==> src/rtl/ppu_cmd_sequencer_if.sv <==
// rtl/ppu_cmd_sequencer_if.sv - command word stream in, single-square PPU update beats out
interface ppu_cmd_sequencer_if;
  logic        cmd_valid;
  logic        cmd_ready;
  logic [23:0] cmd_data;
  logic        receive;
  logic        board;
  logic [6:0]  square_update;
  logic [1:0]  square_state;
  logic [1:0]  ship_type;
  logic [2:0]  ship_section;
  logic        vert;
  logic        square_sel;

  modport master (
    output cmd_valid, cmd_data,
    input  cmd_ready, receive, board, square_update, square_state,
           ship_type, ship_section, vert, square_sel
  );

  modport slave (
    input  cmd_valid, cmd_data,
    output cmd_ready, receive, board, square_update, square_state,
           ship_type, ship_section, vert, square_sel
  );
endinterface

==> src/rtl/ppu_cmd_sequencer.sv <==
// rtl/ppu_cmd_sequencer.sv - buffers CPU display commands and expands them into PPU square-update beats
// Optional: PPU_BLANK_SYNC_EN gates update strobes to frame_blank cycles.
module ppu_cmd_sequencer #(
  parameter int FIFO_DEPTH = 4,
  parameter int SQUARES    = 100
) (
  input  logic                  vga_clk,
  input  logic                  rst_n,
  ppu_cmd_sequencer_if.slave    bus,
  input  logic                  frame_blank,
  output logic                  busy,
  output logic                  cmd_err
);

  localparam int AW = $clog2(FIFO_DEPTH);
  localparam logic [1:0] OP_SQUARE = 2'b00;
  localparam logic [1:0] OP_SHIP   = 2'b01;
  localparam logic [1:0] OP_CLEAR  = 2'b10;

  typedef enum logic [1:0] {IDLE, LOAD, ISSUE, NEXT} fsm_t;
  fsm_t fsm_q, fsm_d;

  // FIFO stores only the decoded bits [23:5]; the reserved field is dropped at the door.
  logic [18:0] mem [FIFO_DEPTH];
  logic [AW:0] wr_ptr, rd_ptr;
  logic        empty, full, push, pop;
  logic [18:0] head;

  assign empty = (wr_ptr == rd_ptr);
  assign full  = (wr_ptr[AW] != rd_ptr[AW]) && (wr_ptr[AW-1:0] == rd_ptr[AW-1:0]);
  assign push  = bus.cmd_valid && !full;
  assign pop   = (fsm_q == LOAD);
  assign head  = mem[rd_ptr[AW-1:0]];

  always_ff @(posedge vga_clk) begin
    if (push) mem[wr_ptr[AW-1:0]] <= bus.cmd_data[23:5];
  end

  always_ff @(posedge vga_clk or negedge rst_n) begin
    if (!rst_n) begin
      wr_ptr <= '0;
      rd_ptr <= '0;
    end else begin
      if (push) wr_ptr <= wr_ptr + 1'b1;
      if (pop)  rd_ptr <= rd_ptr + 1'b1;
    end
  end

  logic [1:0] h_op, h_state, h_type;
  logic       h_board, h_vert, h_sel;
  logic [6:0] h_sq;
  logic [2:0] h_sec;
  logic [7:0] h_sq8, len8;
  logic [3:0] h_col;
  logic       rej;

  assign h_op    = head[18:17];
  assign h_board = head[16];
  assign h_sq    = head[15:9];
  assign h_state = head[8:7];
  assign h_type  = head[6:5];
  assign h_sec   = head[4:2];
  assign h_vert  = head[1];
  assign h_sel   = head[0];
  assign h_sq8   = {1'b0, h_sq};
  assign len8    = {6'd0, h_type} + 8'd2;

  // Column of the head square from a compare ladder; no divider in the decode path.
  always_comb begin
    h_col = h_sq[3:0];
    for (int i = 1; i <= 9; i++)
      if (h_sq >= 7'(10 * i)) h_col = 4'(h_sq - 7'(10 * i));
  end

  always_comb begin
    rej = 1'b0;
    case (h_op)
      OP_SQUARE: rej = (h_sq8 > 8'd99);
      OP_SHIP:   rej = (h_sq8 > 8'd99) ||
                       (h_vert ? ((h_sq8 + 8'd10 * (len8 - 8'd1)) > 8'd99)
                               : (({4'd0, h_col} + len8) > 8'd10));
      OP_CLEAR:  rej = 1'b0;
      default:   rej = 1'b1;
    endcase
  end

  logic [1:0] op_q, st_q, ty_q;
  logic       board_q, vert_q, sel_q, err_q;
  logic [6:0] sq_q;
  logic [2:0] sec_q;
  logic [7:0] sq_step;
  logic       beat_on, fire, last_beat;

  assign beat_on = (fsm_q == ISSUE) || (fsm_q == NEXT);
`ifdef PPU_BLANK_SYNC_EN
  assign fire = beat_on && frame_blank;
`else
  assign fire = beat_on;
  logic unused_blank;
  assign unused_blank = frame_blank;
`endif

  assign sq_step = {1'b0, sq_q} + ((op_q == OP_SHIP && vert_q) ? 8'd10 : 8'd1);

  always_comb begin
    last_beat = 1'b1;
    case (op_q)
      OP_SHIP:  last_beat = (sec_q == ({1'b0, ty_q} + 3'd1));
      OP_CLEAR: last_beat = ({1'b0, sq_q} == 8'(SQUARES - 1));
      default:  last_beat = 1'b1;
    endcase
  end

  always_ff @(posedge vga_clk or negedge rst_n) begin
    if (!rst_n) fsm_q <= IDLE;
    else        fsm_q <= fsm_d;
  end

  // NEXT is the held-beat state entered only when a beat cannot fire this cycle.
  always_comb begin
    fsm_d = fsm_q;
    case (fsm_q)
      IDLE:        if (!empty) fsm_d = LOAD;
      LOAD:        fsm_d = rej ? IDLE : ISSUE;
      ISSUE, NEXT: if (fire) fsm_d = last_beat ? IDLE : ISSUE;
                   else      fsm_d = NEXT;
      default:     fsm_d = IDLE;
    endcase
  end

  always_ff @(posedge vga_clk or negedge rst_n) begin
    if (!rst_n) begin
      op_q    <= '0;
      board_q <= 1'b0;
      sq_q    <= '0;
      st_q    <= '0;
      ty_q    <= '0;
      sec_q   <= '0;
      vert_q  <= 1'b0;
      sel_q   <= 1'b0;
      err_q   <= 1'b0;
    end else begin
      err_q <= 1'b0;
      if (fsm_q == LOAD) begin
        err_q <= rej;
        if (!rej) begin
          op_q    <= h_op;
          board_q <= h_board;
          case (h_op)
            OP_SHIP: begin
              sq_q   <= h_sq;
              st_q   <= 2'b11;
              ty_q   <= h_type;
              sec_q  <= 3'd0;
              vert_q <= h_vert;
              sel_q  <= 1'b0;
            end
            OP_CLEAR: begin
              sq_q   <= 7'd0;
              st_q   <= 2'b00;
              ty_q   <= 2'b00;
              sec_q  <= 3'd0;
              vert_q <= 1'b0;
              sel_q  <= 1'b0;
            end
            default: begin
              sq_q   <= h_sq;
              st_q   <= h_state;
              ty_q   <= h_type;
              sec_q  <= h_sec;
              vert_q <= h_vert;
              sel_q  <= h_sel;
            end
          endcase
        end
      end else if (fire && !last_beat) begin
        sq_q <= sq_step[6:0];
        if (op_q == OP_SHIP) sec_q <= sec_q + 3'd1;
      end
    end
  end

  logic [5:0] unused_bits;
  assign unused_bits = {bus.cmd_data[4:0], sq_step[7]};

  assign bus.cmd_ready     = !full;
  assign bus.receive       = fire;
  assign bus.board         = board_q;
  assign bus.square_update = sq_q;
  assign bus.square_state  = st_q;
  assign bus.ship_type     = ty_q;
  assign bus.ship_section  = sec_q;
  assign bus.vert          = vert_q;
  assign bus.square_sel    = sel_q;
  assign busy              = !empty || (fsm_q != IDLE);
  assign cmd_err           = err_q;

endmodule
==> src/flat_wrapper.sv <==
// flat-port wrapper written by rule: the top's interface ports become plain ports
module ppu_cmd_sequencer_flat 
#(
  parameter int FIFO_DEPTH = 4,
  parameter int SQUARES    = 100
)
  (vga_clk, rst_n, frame_blank, busy, cmd_err, bus_cmd_valid, bus_cmd_data, bus_cmd_ready, bus_receive, bus_board, bus_square_update, bus_square_state, bus_ship_type, bus_ship_section, bus_vert, bus_square_sel);
  ppu_cmd_sequencer_if bus_i ();
  input  logic vga_clk;
  input  logic rst_n;
  input  logic frame_blank;
  output logic busy;
  output logic cmd_err;
  input wire logic [$bits(bus_i.cmd_valid)-1:0] bus_cmd_valid;
  input wire logic [$bits(bus_i.cmd_data)-1:0] bus_cmd_data;
  output wire logic [$bits(bus_i.cmd_ready)-1:0] bus_cmd_ready;
  output wire logic [$bits(bus_i.receive)-1:0] bus_receive;
  output wire logic [$bits(bus_i.board)-1:0] bus_board;
  output wire logic [$bits(bus_i.square_update)-1:0] bus_square_update;
  output wire logic [$bits(bus_i.square_state)-1:0] bus_square_state;
  output wire logic [$bits(bus_i.ship_type)-1:0] bus_ship_type;
  output wire logic [$bits(bus_i.ship_section)-1:0] bus_ship_section;
  output wire logic [$bits(bus_i.vert)-1:0] bus_vert;
  output wire logic [$bits(bus_i.square_sel)-1:0] bus_square_sel;
  assign bus_i.cmd_valid = bus_cmd_valid;
  assign bus_i.cmd_data = bus_cmd_data;
  assign bus_cmd_ready = bus_i.cmd_ready;
  assign bus_receive = bus_i.receive;
  assign bus_board = bus_i.board;
  assign bus_square_update = bus_i.square_update;
  assign bus_square_state = bus_i.square_state;
  assign bus_ship_type = bus_i.ship_type;
  assign bus_ship_section = bus_i.ship_section;
  assign bus_vert = bus_i.vert;
  assign bus_square_sel = bus_i.square_sel;
  ppu_cmd_sequencer #(.FIFO_DEPTH(FIFO_DEPTH), .SQUARES(SQUARES)) u_core (.vga_clk(vga_clk), .rst_n(rst_n), .bus(bus_i), .frame_blank(frame_blank), .busy(busy), .cmd_err(cmd_err));
endmodule
==> config.mk <==
export PLATFORM = sky130hd
export DESIGN_NAME = ppu_cmd_sequencer_flat
export DESIGN_NICKNAME = d
export VERILOG_FILES = /design/src/rtl/ppu_cmd_sequencer_if.sv /design/src/rtl/ppu_cmd_sequencer.sv /design/src/flat_wrapper.sv
export SDC_FILE = /design/constraint.sdc
export NUM_CORES = 1
export LEC_CHECK = 0
export ABC_AREA = 1
export BUFFER_PORTS_ARGS = -buffer_cell sky130_fd_sc_hd__clkbuf_2
export CAP_MARGIN = 20
export CORE_MARGIN = 4
export CORE_UTILIZATION = 35
export DETAILED_ROUTE_END_ITERATION = 6
export PLACE_DENSITY = 0.51
export SLEW_MARGIN = 10
export SYNTH_ARGS = -nofsm -noshare
export SYNTH_HDL_FRONTEND = slang
export SYNTH_SLANG_ARGS = --single-unit
==> constraint.sdc <==
create_clock -name vga_clk -period 3.95 [get_ports vga_clk]
set_input_delay 0.5925 -clock vga_clk [delete_from_list [all_inputs] [get_ports vga_clk]]
set_output_delay 0.5925 -clock vga_clk [all_outputs]
set_load 0.05 [all_outputs]
==> results of run 1 <==
-- cell families after synthesis --
family                     synth area share
DFF                                  0.5321
adders and majority gates           0.08661
buffers and inverters               0.05714
and+or+nand+nor                      0.1891
xor gates and xnor gates            0.02656
AOI/OAI and AO/OA                    0.1085
-- sequential cells by signal, summed over array words and instances, names as in the netlist --
signal and count:
u_core.op_q 2, u_core.bus.ship_section 3, u_core.bus.board 1, u_core.bus.vert 1, u_core.bus.square_state 2, u_core.mem 76, u_core.fsm_q 2, u_core.bus.ship_type 2
u_core.cmd_err 1, u_core.rd_ptr 3, u_core.bus.square_update 7, u_core.wr_ptr 3, u_core.bus.square_sel 1
-- worst max-delay path, delay by kind of cell (launching register included) --
family                     cells  cell delay (ns)
adders and majority gates      2             0.40
AOI/OAI and AO/OA             11             1.20
DFF                            1             0.46
and+or+nand+nor               15             1.23
buffers and inverters          4             0.49
-- worst max path at each step --
stage | cells past startpoint | end | slack [ns] | from
after floorplan | 28 | u_core.bus.vert$_DFFE_PN0P_ | 0.02 | u_core.rd_ptr[0]$_DFFE_PN0P_
after global placement | 32 | u_core.bus.square_update[1]$_DFFE_PN0P_ | -0.09 | u_core.rd_ptr[0]$_DFFE_PN0P_
after detailed placement | 32 | u_core.bus.square_update[3]$_DFFE_PN0P_ | -0.20 | u_core.rd_ptr[0]$_DFFE_PN0P_
after CTS | 25 | u_core.bus.square_update[3]$_DFFE_PN0P_ | 0.0007 | u_core.rd_ptr[0]$_DFFE_PN0P_
after global routing | 32 | u_core.bus.square_update[1]$_DFFE_PN0P_ | -0.16 | u_core.rd_ptr[0]$_DFFE_PN0P_
final | 32 | u_core.bus.square_update[3]$_DFFE_PN0P_ | 0.03 | u_core.rd_ptr[0]$_DFFE_PN0P_
-- timing repair --
item,4_1_cts,5_1_grt
gates cloned,0,2
setup endpoints to repair,21,21
pin swaps,3,30
endpoints found under the hold margin,0,0
gates resized for setup,12,73
setup buffers,2,9
-- cell usage in the layout (no fill, tap or decap), drive strengths merged, types with 7 or more instances in the layout --
| cell type | synthesis | routed |
|---|---|---|
| clkbuf | 7 | 53 |
| dfrtp | 28 | 28 |
| nand3 | 35 | 35 |
| nor2 | 41 | 41 |
| ha | 34 | 34 |
| o22ai | 7 | 7 |
| o21ai | 39 | 39 |
| edfxtp | 76 | 76 |
| a21oi | 32 | 32 |
| buf | 8 | 78 |
| xnor2 | 7 | 7 |
| nand2 | 139 | 139 |
| inv | 61 | 63 |
| xor2 | 10 | 10 |
-- layer usage --
metal / track usage / up-vias / routed length, um
met4: 0.04921 / 0 / 213
met2: 0.2441 / 74 / 6333
met1: 0.1950 / 2017 / 6240
met3: 0.02757 / 13 / 499
met5: 0 / - / 0
li1: - / 2167 / -
-- per-stage QoR --
stage / cell area, um^2 / hold WS [ns] / worst slack (ns) / TNS (ns)
2_1_floorplan: 5605 / 0.2969 / 0.01834 / 0
3_3_place_gp: 6521 / 0.4780 / -0.09434 / -0.7894
3_5_place_dp: 6521 / 0.4775 / -0.1967 / -2.788
4_1_cts: 6864 / 0.3081 / 0.0006883 / 0
5_1_grt: 7266 / 0.3430 / -0.1649 / -2.301
6_report: 7266 / 0.2736 / 0.03336 / 0
-- cell type report --
| type | count | share of cell area |
|---|---|---|
| Sequential cell | 104 | 0.4109 |
| Multi-Input combinational cell | 386 | 0.3534 |
| Timing Repair Buffer | 122 | 0.1261 |
| Tap cell | 211 | 0.03634 |
| Inverter | 61 | 0.03324 |
| Clock buffer | 9 | 0.03100 |
| Clock inverter | 7 | 0.009127 |
==> reports/results.ini, run 1 <==
[status]
status=completed

[die]
start_util=0.3633
placementRows=45
ioPinCount=49
core_area_um2=15430
fp.dieH_um=134.6
die_area_um2=18100
die_x_um=134.6

[flow_run]
timing.max_cap.violations=0

[logic_synthesis]
synth_enable_flop_cells=76
synth.lib_cells_used.distinct=47
synth-seq-cells=104
synth-async-reset-ratio=0.2692
netlist_area_pre_place_um2=5605
seq_area_frac_synth=0.5321
area_share_of_the_leading_cell_type_in_the_synthesized_netlist=0.4071
netlist.top_cell.by_area=sky130_fd_sc_hd__edfxtp_1
synth_warnings=0
yosys.cell_count.top_type=sky130_fd_sc_hd__nand2_1
syn-instance-count=566
synth_ff_type=sky130_fd_sc_hd__edfxtp_1
synth.top_cells.by_area=sky130_fd_sc_hd__edfxtp_1 (41%), sky130_fd_sc_hd__dfrtp_1 (13%), sky130_fd_sc_hd__nand2_1 (8.5%)
syn_nets=631
postSynthAreaPerCell_um2=9.903
post_synth_most_frequent_cells=sky130_fd_sc_hd__nand2_1 (127), sky130_fd_sc_hd__edfxtp_1 (76), sky130_fd_sc_hd__inv_1 (51), sky130_fd_sc_hd__nor2_1 (37), sky130_fd_sc_hd__ha_1 (34)

[sta]
finalHoldViolations=0
post-route-period-util=0.9916
worst_margin_slew_ns=0.7304
final.min_clock_period_ns=3.917
report.final.slew_viol_count=0
clock.fmax_mhz=255.3
relSlewSlack=0.5131
setup_viol_count_final=0
rsz_0062_raised_after_global_routing=true
finClkSkew_ns=0.01362

[hold_path]
min_path_type=primary input to asynchronous set/reset pin

[finish]
layout.core_utilization=0.4710
final_cells=900
fill_cell_instance_count_of_the_final_layout=1492
multi_input_comb_area_um2=2567
sequential_cell_area_um2=2985
post_route_cells_drive_above_1_share=0.3367
nets=749
area_growth_syn_to_layout_pct=29.62
insertedDiodeCount=0

[placement]
dpl.cell_count=871
gp_congestion=0.8437
dp_hpwl_um=9582
port_buffers=42

[clock_tree]
tritoncts=built
cts_hold_repair.buffers=0
clockBufferDepth=2
cts.clk_slew.worst_paths_ns=0.08
cts_made_buffers=9
cts_max_level=3
cts_sink_count=104
clock_insertion_delay_worst_skew_ns=0.36
clockRootBuffer=sky130_fd_sc_hd__clkbuf_16

[grt]
overflow=0
groute.usage.overall=0.1472
grt_max_degree=29
antenna_found_initial=0
vias_in_the_first_global_route=4174
grt_pass1_wl_um=20960

[detailed_routing]
route.antenna.remaining_nets=0
routed-via-count=4271
dr.pass1.iters=4
detailedRoute.firstIterationViolations=309
wirelength_routed_um=13290
remaining_drc_errors=0
via_per_inst=4.746
routedWlPerCell_um=14.76

[critical_path]
endpoint_kind=register
r2r-start=u_core.rd_ptr[0]$_DFFE_PN0P_
worst-endpoint-required_ns=4.19
crit_path_start_kind=register
crit_path_top_delay_cell=sky130_fd_sc_hd__dfrtp_2
data_arrival_time_of_the_critical_path_ns=4.16
regToRegEndpoint=u_core.bus.square_update[3]$_DFFE_PN0P_
critical-path-max-stage-delay_ns=0.46
worst-path-max-fanout=7
setup.worst_path.class=register to register
ff2ff_path_depth=32
r2r_slack_ns=0.03

Power of run 1 is not shown: default switching activity piles up to over one toggle a cycle in this logic, so the estimate is an artifact.
==> run 2, diff against run 1 <==
==> constraint.sdc (replaced) <==
create_clock -name vga_clk -period 3.95 [get_ports vga_clk]
set_input_delay 0.395 -clock vga_clk [delete_from_list [all_inputs] [get_ports vga_clk]]
set_output_delay 0.395 -clock vga_clk [all_outputs]
set_load 0.05 [all_outputs]
==> run 2 against run 1 <==
  * Final area barely moved
  * Sequential share of layout area barely moved
  * Critical path depth did not move
  * Worst setup slack improved by 0.027 ns
  * Sequential cell count did not move
  * Via count rose by 2.0%
  * Worst hold slack got worse by 0.19 ns
  * Final cell count rose by 0.67%
  * Non-clock buffer count rose by 6
  * Critical path type unchanged
==> reports/results.ini, run 2 (synthesis results as in run 1) <==
[sta]
clock.fmax_mhz=257.1  ; was 255.3 MHz
setup_viol_count_final=0  ; unchanged
final.min_clock_period_ns=3.890  ; was 3.917 ns
worst_margin_slew_ns=0.7360  ; was 0.7304 ns
finClkSkew_ns=0.01023  ; was 0.01362 ns
report.final.slew_viol_count=0  ; unchanged
relSlewSlack=0.5093  ; was 0.5131
post-route-period-util=0.9848  ; was 0.9916
finalHoldViolations=0  ; unchanged
rsz_0062_raised_after_global_routing=true  ; unchanged
hold_slack_ns=0.08173  ; was 0.2736 ns

[critical_path]
r2r-start=u_core.rd_ptr[0]$_DFFE_PN0P_  ; unchanged
timing.critical_path.mode_cell=sky130_fd_sc_hd__nand2_1
r2r_slack_ns=0.06  ; was 0.03 ns
data_arrival_time_of_the_critical_path_ns=4.14  ; was 4.16 ns
critical-path-max-stage-delay_ns=0.44  ; was 0.46 ns
crit_path_top_delay_cell=sky130_fd_sc_hd__dfrtp_2  ; unchanged
worst-endpoint-required_ns=4.20  ; was 4.19 ns
worst-path-max-fanout=7  ; unchanged
endpoint_kind=register  ; unchanged
crit_path_start_kind=register  ; unchanged
setup.worst_path.class=register to register  ; unchanged
ff2ff_path_depth=32  ; unchanged
regToRegEndpoint=u_core.bus.square_update[2]$_DFFE_PN0P_  ; was u_core.bus.square_update[3]$_DFFE_PN0P_

[grt]
groute.usage.overall=0.1474  ; was 0.1472
overflow=0  ; unchanged
vias_in_the_first_global_route=4156  ; was 4174
grt_pass1_wl_um=21010  ; was 20960 um
grt_max_degree=29  ; unchanged
antenna_found_initial=0  ; unchanged

[die]
die_x_um=134.6  ; unchanged
placementRows=45  ; unchanged
start_util=0.3633  ; unchanged
die_area_um2=18100  ; unchanged
core_area_um2=15430  ; unchanged
fp.dieH_um=134.6  ; unchanged
ioPinCount=49  ; unchanged

[finish]
insertedDiodeCount=0  ; unchanged
fill_cell_instance_count_of_the_final_layout=1465  ; was 1492
multi_input_comb_area_um2=2529  ; was 2567 um^2
sequential_cell_area_um2=2985  ; unchanged
nets=755  ; was 749
flip_flop_count_of_the_largest_register_all_copies_and_words_added=76  ; unchanged
most-common-layout-cells=sky130_fd_sc_hd__nand2_1 (109), sky130_fd_sc_hd__edfxtp_1 (76), sky130_fd_sc_hd__buf_4 (72), sky130_fd_sc_hd__inv_1 (46), sky130_fd_sc_hd__clkbuf_2 (42)  ; was sky130_fd_sc_hd__nand2_1 (113), sky130_fd_sc_hd__edfxtp_1 (76), sky130_fd_sc_hd__buf_4 (66), sky130_fd_sc_hd__inv_1 (45), sky130_fd_sc_hd__clkbuf_2 (42)
layout.cells.most_common=sky130_fd_sc_hd__nand2_1  ; unchanged
post_route_cells_drive_above_1_share=0.3381  ; was 0.3367
area_growth_syn_to_layout_pct=29.71  ; was 29.62%

[detailed_routing]
detailedRoute.firstIterationViolations=253  ; was 309
routedWlPerCell_um=14.67  ; was 14.76 um
routed-via-count=4355  ; was 4271
via_per_inst=4.807  ; was 4.746
wirelength_routed_um=13290  ; about the same
dr.pass1.iters=4  ; unchanged
route.antenna.remaining_nets=0  ; unchanged
remaining_drc_errors=0  ; unchanged

[clock_tree]
clockBufferDepth=2  ; unchanged
clockRootBuffer=sky130_fd_sc_hd__clkbuf_16  ; unchanged
clock_insertion_delay_worst_skew_ns=0.36  ; about the same
tritoncts=built  ; unchanged
cts_made_buffers=9  ; unchanged
cts_max_level=3  ; unchanged
cts_hold_repair.buffers=0  ; unchanged
cts_sink_count=104  ; unchanged
cts.clk_slew.worst_paths_ns=0.08  ; about the same

[status]
status=completed  ; unchanged

[placement]
port_buffers=42  ; unchanged
gp_congestion=0.8375  ; was 0.8437
dp_hpwl_um=9625  ; was 9582 um

[hold_path]
min_path_type=primary input to asynchronous set/reset pin  ; unchanged

[flow_run]
timing.max_cap.violations=0  ; unchanged

run 2: changes by cell type in the layout (fill, tap and decap cells not counted), sizes merged:
cell / delta
inv: -1
buf: +6
clkinv: +1
run 2: final cells by class:
type	instances	share of cell area
Clock buffer	9	0.03098
Clock inverter	7	0.009121
Inverter	61	0.03356
Multi-Input combinational cell	386	0.3478
Sequential cell	104	0.4106
Tap cell	211	0.03631
Timing Repair Buffer	128	0.1316
run 2: worst max-delay path: cells and delay by family, from the launching register on:
family          cells  cell delay (ns)
compound gates     11             1.28
simple gates       14             1.14
buf+inv             6             0.65
flops               1             0.44
fa+ha+maj           1             0.25
run 2: worst max path at each step:
| stage | slack [ns] | cells after the start | endpoint | startpoint |
|---|---|---|---|---|
| 3_5_place_dp | -0.20 | 32 | u_core.bus.square_update[3]$_DFFE_PN0P_ | u_core.rd_ptr[0]$_DFFE_PN0P_ |
| 2_1_floorplan | 0.02 | 28 | u_core.bus.vert$_DFFE_PN0P_ | u_core.rd_ptr[0]$_DFFE_PN0P_ |
| 3_3_place_gp | -0.09 | 32 | u_core.bus.square_update[1]$_DFFE_PN0P_ | u_core.rd_ptr[0]$_DFFE_PN0P_ |
| 6_report | 0.06 | 32 | u_core.bus.square_update[2]$_DFFE_PN0P_ | u_core.rd_ptr[0]$_DFFE_PN0P_ |
| 5_1_grt | -0.27 | 25 | u_core.bus.square_update[4]$_DFFE_PN0P_ | u_core.rd_ptr[0]$_DFFE_PN0P_ |
| 4_1_cts | 0.003 | 26 | u_core.op_q[1]$_DFFE_PN0P_ | u_core.rd_ptr[0]$_DFFE_PN0P_ |
run 2: metrics by stage:
stage / std cells / TNS [ns] / area (um^2) / util / setup slack [ns]
global route: 906 / -4.895 / 7271 / 0.4713 / -0.2696
CTS: 889 / 0 / 6848 / 0.4439 / 0.002880
detailed placement: 871 / -2.902 / 6521 / 0.4227 / -0.1953
floorplan: 566 / 0 / 5605 / - / 0.01834
finish: 906 / 0 / 7271 / 0.4713 / 0.05992
global placement: 871 / -0.6592 / 6521 / 0.4227 / -0.08854
run 2: repair_timing:
item,in CTS,in global routing
setup endpoints to repair,21,21
pin swaps,3,32
gates resized for setup,9,71
buffers inserted,2,15
cloned,0,2
run 2: routing by layer:
metal / up-vias / share of wire / track usage
li1: 2186 / - / -
met1: 2078 / 0.47 / 0.1969
met2: 78 / 0.48 / 0.2427
met3: 13 / 0.031 / 0.02720
met4: 0 / 0.017 / 0.04921
met5: - / 0 / 0
Power of run 2 is left out for the same reason.
==> run 3, diff against run 2 <==
- CELL_PAD_IN_SITES_DETAIL_PLACEMENT: not set -> 2
- CELL_PAD_IN_SITES_GLOBAL_PLACEMENT: not set -> 2
- CORE_MARGIN: 4 -> 5
- PLACE_DENSITY: 0.51 -> 0.74
==> run 3 against run 2 <==
  * Via count up 5.5%
  * Final area increased by 1.6%
  * Critical path depth shrank 7
  * Core utilization shrank 0.27 points
  * First-iteration DRC count shrank 36%
  * Worst hold slack better by 0.0018 ns
  * Fmax down 1.0%
  * Clock-buffer cell count unchanged
  * Die area up 3.0%
  * Sequential share of layout area down 0.66 points
  * Wire length grew 35%
  * Critical path type unchanged
  * Largest cell class unchanged
  * Highest routed layer unchanged
==> reports/results.ini, run 3 (synthesis results as in run 1) <==
[status]
status=completed  ; unchanged

[critical_path]
endpoint_kind=register  ; unchanged
worst-path-max-fanout=16  ; was 7
data_arrival_time_of_the_critical_path_ns=4.19  ; was 4.14 ns
regToRegEndpoint=u_core.bus.ship_section[0]$_DFFE_PN0P_  ; was u_core.bus.square_update[2]$_DFFE_PN0P_
timing.critical_path.max_delay_family=simple AND/OR/NAND/NOR gates  ; was compound AO/OA/AOI/OAI gates
crit_path_start_kind=register  ; unchanged
timing.critical_path.buf_inv=6  ; unchanged
r2r-start=u_core.rd_ptr[0]$_DFFE_PN0P_  ; unchanged
critical-path-max-stage-delay_ns=0.47  ; was 0.44 ns
crit_path_top_delay_cell=sky130_fd_sc_hd__dfrtp_2  ; unchanged
timing.critical_path.mode_cell=sky130_fd_sc_hd__nand2_1  ; unchanged
ff2ff_path_depth=25  ; was 32
r2r_slack_ns=0.02  ; was 0.06 ns
setup.worst_path.class=register to register  ; unchanged
worst-endpoint-required_ns=4.21  ; was 4.20 ns

[sta]
report.final.slew_viol_count=0  ; unchanged
setup_viol_count_final=0  ; unchanged
post-route-period-util=0.9950  ; was 0.9848
clock.fmax_mhz=254.4  ; was 257.1 MHz
totalNegativeSetupSlack_ns=0  ; unchanged
final.min_clock_period_ns=3.930  ; was 3.890 ns
finClkSkew_ns=0.01933  ; was 0.01023 ns
relSlewSlack=0.5007  ; was 0.5093
rsz_0062_raised_after_global_routing=true  ; unchanged
finalHoldViolations=0  ; unchanged
final.setup.worst_slack_ns=0.01969  ; was 0.05992 ns
worst_margin_slew_ns=0.7490  ; was 0.7360 ns

[placement]
placement.cell_area_um2=6470  ; was 6521 um^2
pre_cts_slack_ns=-0.3087  ; was -0.1953 ns
port_buffers=42  ; unchanged
dp_hpwl_um=12060  ; was 9625 um
gp_congestion=0.7943  ; was 0.8375

[detailed_routing]
dr_wl_met2_um=9431  ; was 6423 um
met3RoutedLength_um=482  ; was 416 um
wirelength_routed_um=17890  ; was 13290 um
route.antenna.remaining_nets=0  ; unchanged
via_per_inst=5.101  ; was 4.807
routedWlPerCell_um=19.85  ; was 14.67 um
routed-via-count=4596  ; was 4355
top_signal_layer_used=met4  ; unchanged
dr.pass1.iters=4  ; unchanged
remaining_drc_errors=0  ; unchanged
detailedRoute.firstIterationViolations=161  ; was 253
drt-met1-wl_um=7689  ; was 6232 um

[grt]
groute.usage.overall=0.1876  ; was 0.1474
grt_pass1_wl_um=26790  ; was 21010 um
grt_max_degree=29  ; unchanged
antenna_found_initial=0  ; unchanged
overflow=0  ; unchanged
vias_in_the_first_global_route=4971  ; was 4156

[clock_tree]
cts_made_buffers=9  ; unchanged
clockBufferDepth=2  ; unchanged
cts_hold_repair.buffers=0  ; unchanged
cts_max_level=3  ; unchanged
clock_insertion_delay_worst_skew_ns=0.37  ; was 0.36 ns
cts_sink_count=104  ; unchanged
cts.clk_slew.worst_paths_ns=0.09  ; was 0.08 ns
tritoncts=built  ; unchanged
clockRootBuffer=sky130_fd_sc_hd__clkbuf_16  ; unchanged

[finish]
nets=745  ; was 755
layout.core_utilization=0.4686  ; was 0.4713
multi_input_comb_area_um2=2663  ; was 2529 um^2
fill_cell_instance_count_of_the_final_layout=1681  ; was 1465
post_route_cells_drive_above_1_share=0.3591  ; was 0.3381
area_growth_syn_to_layout_pct=31.83  ; was 29.71%
layout.cells.most_common=sky130_fd_sc_hd__nand2_1  ; unchanged
most-common-layout-cells=sky130_fd_sc_hd__nand2_1 (101), sky130_fd_sc_hd__edfxtp_1 (76), sky130_fd_sc_hd__buf_4 (52), sky130_fd_sc_hd__inv_1 (45), sky130_fd_sc_hd__clkbuf_2 (42)  ; was sky130_fd_sc_hd__nand2_1 (109), sky130_fd_sc_hd__edfxtp_1 (76), sky130_fd_sc_hd__buf_4 (72), sky130_fd_sc_hd__inv_1 (46), sky130_fd_sc_hd__clkbuf_2 (42)
insertedDiodeCount=0  ; unchanged
sequential_cell_area_um2=2985  ; unchanged
flip_flop_count_of_the_largest_register_all_copies_and_words_added=76  ; unchanged
stdcell_area_um2=7390  ; was 7271 um^2

[die]
start_util=0.3554  ; was 0.3633
fp.dieH_um=136.6  ; was 134.6 um
die_area_um2=18650  ; was 18100 um^2
die_x_um=136.6  ; was 134.6 um
ioPinCount=49  ; unchanged
core_area_um2=15770  ; was 15430 um^2
placementRows=46  ; was 45

[flow_run]
timing.max_cap.violations=0  ; unchanged

[hold_path]
min_path_type=primary input to asynchronous set/reset pin  ; unchanged

-- run 3: stage by stage --
| stage | hold WS [ns] | cells |
|---|---|---|
| 6_report | 0.08351 | 901 |
| 5_1_grt | 0.1543 | 901 |
| 4_1_cts | 0.1085 | 894 |
| 3_5_place_dp | 0.4806 | 870 |
| 3_3_place_gp | 0.4719 | 870 |
| 2_1_floorplan | 0.09941 | 566 |
-- run 3: worst max-delay path by stage --
| stage | start | depth (start not counted) | slack, ns | endpoint |
|---|---|---|---|---|
| floorplan | u_core.rd_ptr[0]$_DFFE_PN0P_ | 28 | 0.02 | u_core.bus.vert$_DFFE_PN0P_ |
| global placement | u_core.rd_ptr[0]$_DFFE_PN0P_ | 32 | -0.12 | u_core.bus.ship_section[2]$_DFFE_PN0P_ |
| detailed placement | u_core.rd_ptr[0]$_DFFE_PN0P_ | 32 | -0.31 | u_core.bus.square_state[0]$_DFFE_PN0P_ |
| CTS | u_core.rd_ptr[0]$_DFFE_PN0P_ | 31 | 0.004 | u_core.bus.square_update[2]$_DFFE_PN0P_ |
| global route | u_core.rd_ptr[0]$_DFFE_PN0P_ | 33 | -0.22 | u_core.bus.square_update[4]$_DFFE_PN0P_ |
| finish | u_core.rd_ptr[0]$_DFFE_PN0P_ | 25 | 0.02 | u_core.bus.ship_section[0]$_DFFE_PN0P_ |
-- run 3: repair_timing --
action                                  CTS  global route
endpoints found under the hold margin     0             0
endpoints found under the setup margin   21            21
pin swaps                                35            40
buffers inserted                          8             6
resized for setup                        67            63
cloned                                    0             1
-- run 3: area by class of cell --
| class | instances | share of cell area |
|---|---|---|
| flip-flops and latches | 104 | 0.4040 |
| clock buffers | 9 | 0.03048 |
| repair buffers | 118 | 0.1246 |
| inverters | 61 | 0.03302 |
| multi-input cells | 386 | 0.3603 |
| well taps | 216 | 0.03657 |
| clock inverters | 7 | 0.01101 |
-- run 3: worst register-to-register path, stage by stage, from the launching register on --
cell and delay, ns:
sky130_fd_sc_hd__dfrtp_2 0.47, sky130_fd_sc_hd__clkinv_4 0.12, sky130_fd_sc_hd__buf_8 0.13, sky130_fd_sc_hd__buf_8 0.15, sky130_fd_sc_hd__nand2_1 0.09, sky130_fd_sc_hd__a32oi_2 0.22, sky130_fd_sc_hd__inv_1 0.11, sky130_fd_sc_hd__ha_1 0.31
sky130_fd_sc_hd__inv_2 0.11, sky130_fd_sc_hd__ha_2 0.32, sky130_fd_sc_hd__a21oi_2 0.15, sky130_fd_sc_hd__inv_1 0.06, sky130_fd_sc_hd__a31oi_2 0.18, sky130_fd_sc_hd__or2_2 0.17, sky130_fd_sc_hd__nand2_1 0.05, sky130_fd_sc_hd__a21oi_1 0.18
sky130_fd_sc_hd__xor2_1 0.17, sky130_fd_sc_hd__a21oi_1 0.09, sky130_fd_sc_hd__nor2_1 0.14, sky130_fd_sc_hd__nand2_2 0.07, sky130_fd_sc_hd__nand2_2 0.08, sky130_fd_sc_hd__nand3_4 0.10, sky130_fd_sc_hd__nand2_4 0.14, sky130_fd_sc_hd__nand2_2 0.09
sky130_fd_sc_hd__nand2_1 0.08, sky130_fd_sc_hd__nand2_1 0.06
-- run 3: routing by layer --
layer	up-vias	global-route usage
li1	2166	-
met3	22	0.02978
met5	-	0
met1	2344	0.2321
met4	0	0.05711
met2	64	0.3357
Power of run 3 is left out for the same reason.
